==> src/rtl/mac_seq.sv <==
// Operand sequencer for a MAC: clears the accumulator, streams stored A/B pairs one per
// cycle, then captures the MAC sum as the dot-product result and pulses done.
module mac_seq #(
  parameter int iwidth = 4,
  parameter int swidth = 10,
  parameter int depth  = 8,
  localparam int aw = $clog2(depth),
  localparam int lw = $clog2(depth + 1)
) (
  input  logic              clk,
  input  logic              rst,
  input  logic              wr_en,
  input  logic [aw-1:0]     wr_addr,
  input  logic [iwidth-1:0] wr_a,
  input  logic [iwidth-1:0] wr_b,
  input  logic              start,
  input  logic [lw-1:0]     len,
  output logic              busy,
  output logic              done,
  output logic [swidth-1:0] result_o,
  output logic [iwidth-1:0] a_o,
  output logic [iwidth-1:0] b_o,
  output logic              mac_rst_n,
  input  logic [swidth-1:0] sum_i
);

  typedef enum logic [1:0] {IDLE, CLEAR, RUN, DRAIN} state_t;

  localparam logic [lw-1:0] DEPTH_L = lw'(depth);

  state_t            r_state;
  logic [lw-1:0]     r_len;
  logic [lw-1:0]     r_idx;
  logic              r_busy;
  logic              r_done;
  logic [swidth-1:0] r_result;
  logic [iwidth-1:0] r_a;
  logic [iwidth-1:0] r_b;
  logic              r_mac_rst_n;
  logic [iwidth-1:0] r_mem_a [depth];
  logic [iwidth-1:0] r_mem_b [depth];

  logic [lw-1:0]     w_len_clamped;
  logic              w_wr_ok;

  assign w_len_clamped = (len > DEPTH_L) ? DEPTH_L : len;
  assign w_wr_ok       = wr_en && (r_state == IDLE) && (lw'(wr_addr) < DEPTH_L);

  always_ff @(posedge clk or posedge rst) begin
    if (rst) begin
      for (int i = 0; i < depth; i++) begin
        r_mem_a[i] <= '0;
        r_mem_b[i] <= '0;
      end
    end else if (w_wr_ok) begin
      r_mem_a[wr_addr] <= wr_a;
      r_mem_b[wr_addr] <= wr_b;
    end
  end

  // MAC sees pair k one edge after we drive it, so the sum is final only in DRAIN.
  always_ff @(posedge clk or posedge rst) begin
    if (rst) begin
      r_state     <= IDLE;
      r_len       <= '0;
      r_idx       <= '0;
      r_busy      <= 1'b0;
      r_done      <= 1'b0;
      r_result    <= '0;
      r_a         <= '0;
      r_b         <= '0;
      r_mac_rst_n <= 1'b0;
    end else begin
      r_done <= 1'b0;
      case (r_state)
        IDLE: begin
          r_a         <= '0;
          r_b         <= '0;
          r_mac_rst_n <= 1'b1;
          if (start) begin
            r_len       <= w_len_clamped;
            r_mac_rst_n <= 1'b0;
            r_busy      <= 1'b1;
            r_state     <= CLEAR;
          end
        end
        CLEAR: begin
          r_mac_rst_n <= 1'b1;
          r_idx       <= '0;
          if (r_len == '0) begin
            r_state <= DRAIN;
          end else begin
            r_a     <= r_mem_a[0];
            r_b     <= r_mem_b[0];
            r_idx   <= lw'(1);
            r_state <= RUN;
          end
        end
        RUN: begin
          if (r_idx < r_len) begin
            r_a   <= r_mem_a[r_idx[aw-1:0]];
            r_b   <= r_mem_b[r_idx[aw-1:0]];
            r_idx <= r_idx + lw'(1);
          end else begin
            r_a     <= '0;
            r_b     <= '0;
            r_state <= DRAIN;
          end
        end
        DRAIN: begin
          r_result <= sum_i;
          r_done   <= 1'b1;
          r_busy   <= 1'b0;
          r_state  <= IDLE;
        end
        default: r_state <= IDLE;
      endcase
    end
  end

  assign busy      = r_busy;
  assign done      = r_done;
  assign result_o  = r_result;
  assign a_o       = r_a;
  assign b_o       = r_b;
  assign mac_rst_n = r_mac_rst_n;

endmodule

==> config.mk <==
export PLATFORM = sky130hd
export DESIGN_NAME = mac_seq
export DESIGN_NICKNAME = d
export VERILOG_FILES = /design/src/rtl/mac_seq.sv
export SDC_FILE = /design/constraint.sdc
export NUM_CORES = 1
export LEC_CHECK = 0
export CAP_MARGIN = 20
export CORE_MARGIN = 2
export CORE_UTILIZATION = 50
export DETAILED_ROUTE_END_ITERATION = 10
export GPL_TIMING_DRIVEN = 0
export PLACE_DENSITY = 0.75
export SLEW_MARGIN = 20
export SYNTH_ARGS = -nofsm -noshare
export SYNTH_HDL_FRONTEND = slang
export SYNTH_SLANG_ARGS = --single-unit
==> constraint.sdc <==
create_clock -name clk -period 3 [get_ports clk]
set_input_delay 0.45 -clock clk [delete_from_list [all_inputs] [get_ports clk]]
set_output_delay 0.45 -clock clk [all_outputs]
set_load 0.05 [all_outputs]
==> metrics <==
family with the most delay on the worst path=simple AND/OR/NAND/NOR gates; Die W=97.15 um; largest cells by area after synthesis=dfrtp_1, mux2_2, mux4_2; FILL cells=635; CP max-delay cell=nor2_2; PostCTS Resize Cnt=0; Final Max Tran Viols=0; CP Cell Sequence=inv_1 > ha_1 > nand3_1 > nor2_2 > mux2_2; Worst-Skew Late Latency=360 ps; Starting Density=0.5227; fin crit period=2080 ps; Fin. Hold Viols=0; crit end category=register; GRT Total Usage=0.1882; PwrDens=1083 mW/mm^2; Buf+Inv Stages, Crit Path=1; Post-DP HPWL=5.773 mm; clock-pin slew on the worst setup and hold paths=90 ps; Placed Instance Area=0.004997 mm^2; setup slack after layout=919.8 ps; R2R depth=5; Routed wire per std cell=17.77 um; worst r2r src=r_state[0]; htree depth=3; maxcap violations=0; Pre-antenna DRT Iters=4; asr flop ratio synth=1.000; WL final=8.283 mm; worst slack, placed=818.6 ps; Setup Skew=12.93 ps; initial antenna violation count=0; share of Yosys cell area claimed by the top area cell type=0.5480; first-pass GRT wire length=13.79 mm; register area=0.002377 mm^2; max frequency=480.7 MHz; CTS Hold Buffers Added=0; total power=5.609 mW; Crit Path Class=reg2reg; Top-Level Pins=50; ANT nets after route=0; num rows=33; Worst-Margin Slew=720.8 ps; HP Class=in2async; die area=0.009437 mm^2; net count after synthesis=332; number of buffers created by CTS=9; Pleak=2.229 nW; Post-synth EDFFs=0; Worst setup SP type=register; final setup vio count=0; Seq cells post-synth=95; commonest non-fill, non-tap cells in the layout=dfrtp_1, mux2_2, clkdlybuf4s50_1; Worst Path Required=3240 ps; via count=2606; CP Data Arrival Time=2320 ps; Mapped Area=0.004338 mm^2; Reg-to-Reg End=r_mem_a[2]; critical path's largest stage delay=510 ps; FF-to-FF setup slack=920 ps; # Post-CTS Setup Buffers=0; unrepaired setup endpoints after global routing=no; multi-input combinational cell area=0.001881 mm^2; total gr overflow=0; RD Place Congestion=0.7730; status=complete, no violations; relative slew slack=0.5195; Area Overhead vs Synth=19.35%; Tcrit/Tclk final=0.6934; drt first-iter violations=112; share of cells above drive strength 1=0.3684; Fin Hold WS=412.9 ps; Clock Root Buffer=clkbuf_8; CTS tree=done; Die Height=97.15 um; area leader, netlist=dfrtp_1; ANT cells=0; nets=393; Post-Syn Instances=295; post-route cell area=0.005177 mm^2; Top FF cell, synth=dfrtp_1; Yosys cell types=34; Port Buffers=49; drc violations=0; largest net degree at the start of global routing=72; Mapped Avg Cell Area=14.70 um^2; Synth warnings=0; vias in the first global route=2694; worst vdd ir=453.5 uV; drt via density=5.592; worst-path maximum fanout=8; area of the core=0.008299 mm^2; register area share after synthesis=0.5480; most common cell after layout, fill and taps aside=dfrtp_1; clock sink total=95; Max Root-Sink Buffers=2
## logic make-up (layout without fill, tap and decap cells)
family,after synthesis,count (layout),synth area share
muxes,102,102,0.3031
DFF,95,95,0.5480
AOI/OAI and AO/OA,30,30,0.05365
adders and majority gates,8,8,0.02308
buffers and inverters,19,85,0.01961
and+or+nand+nor,41,41,0.05250
## state kept, by name, summed over array words and instances (netlist names)
| name | flops |
|---|---|
| r_idx | 4 |
| a_o | 4 |
| b_o | 4 |
| result_o | 10 |
| r_mem_b | 32 |
| mac_rst_n | 1 |
| done | 1 |
| busy | 1 |
| r_len | 4 |
| r_mem_a | 32 |
| r_state | 2 |
## final cells by class
cell class / instances / area share
buffer: 9 / 0.009183
clock inverter: 6 / 0.01015
tap: 105 / 0.02537
clock buffer: 10 / 0.02465
sequential: 95 / 0.4592
multi-input combinational: 181 / 0.3632
inverter: 10 / 0.008217
timing repair buffer: 50 / 0.1000
## cell usage after synthesis, types with 2 or more instances
cell      instances
a22oi_1           8
nor2_1            3
nand2b_1          6
mux2_2           75
or3_1             3
a21oi_1           3
dfrtp_1          95
buf_2             5
o21ai_0           5
mux4_2           16
o21ai_2           8
mux2i_1          11
clkbuf_1          2
inv_1            10
nand2_1          14
nor2_2            6
ha_1              8
## layer usage
metal	track usage	share of wire	vias up
met3	0.02878	0.031	14
met5	0	0	-
li1	-	-	1210
met1	0.2416	0.42	1349
met2	0.3210	0.53	33
met4	0.07692	0.016	0
## where the power goes
part	switching, mW	internal, mW	total, mW
Combinational	1.33	1.26	2.59
Sequential	0.340	1.90	2.24
Clock	0.464	0.317	0.780
Total	2.14	3.47	5.61
## through the flow
stage                     setup TNS (ps)    util  std cells
final                                  0  0.6239        466
after global routing                   0  0.6239        466
after CTS                              0  0.6239        466
after detailed placement               0  0.6021        450
after global placement           -128280  0.5976        449
after floorplan                        0       -        295
## how the worst max path moves through the flow
stage	from	to	slack (ps)	cells after the start
6_report	r_state[0]	r_mem_a[2]	920	5
5_1_grt	r_state[0]	r_mem_a[16]	790	5
4_1_cts	r_state[0]	r_mem_a[2]	920	5
3_5_place_dp	wr_addr[2]	r_mem_a[16]	820	4
3_3_place_gp	rst	b_o[2]	-1360	2
2_1_floorplan	rst	a_o[0]	70	1
(Power assumes the default switching activity.)
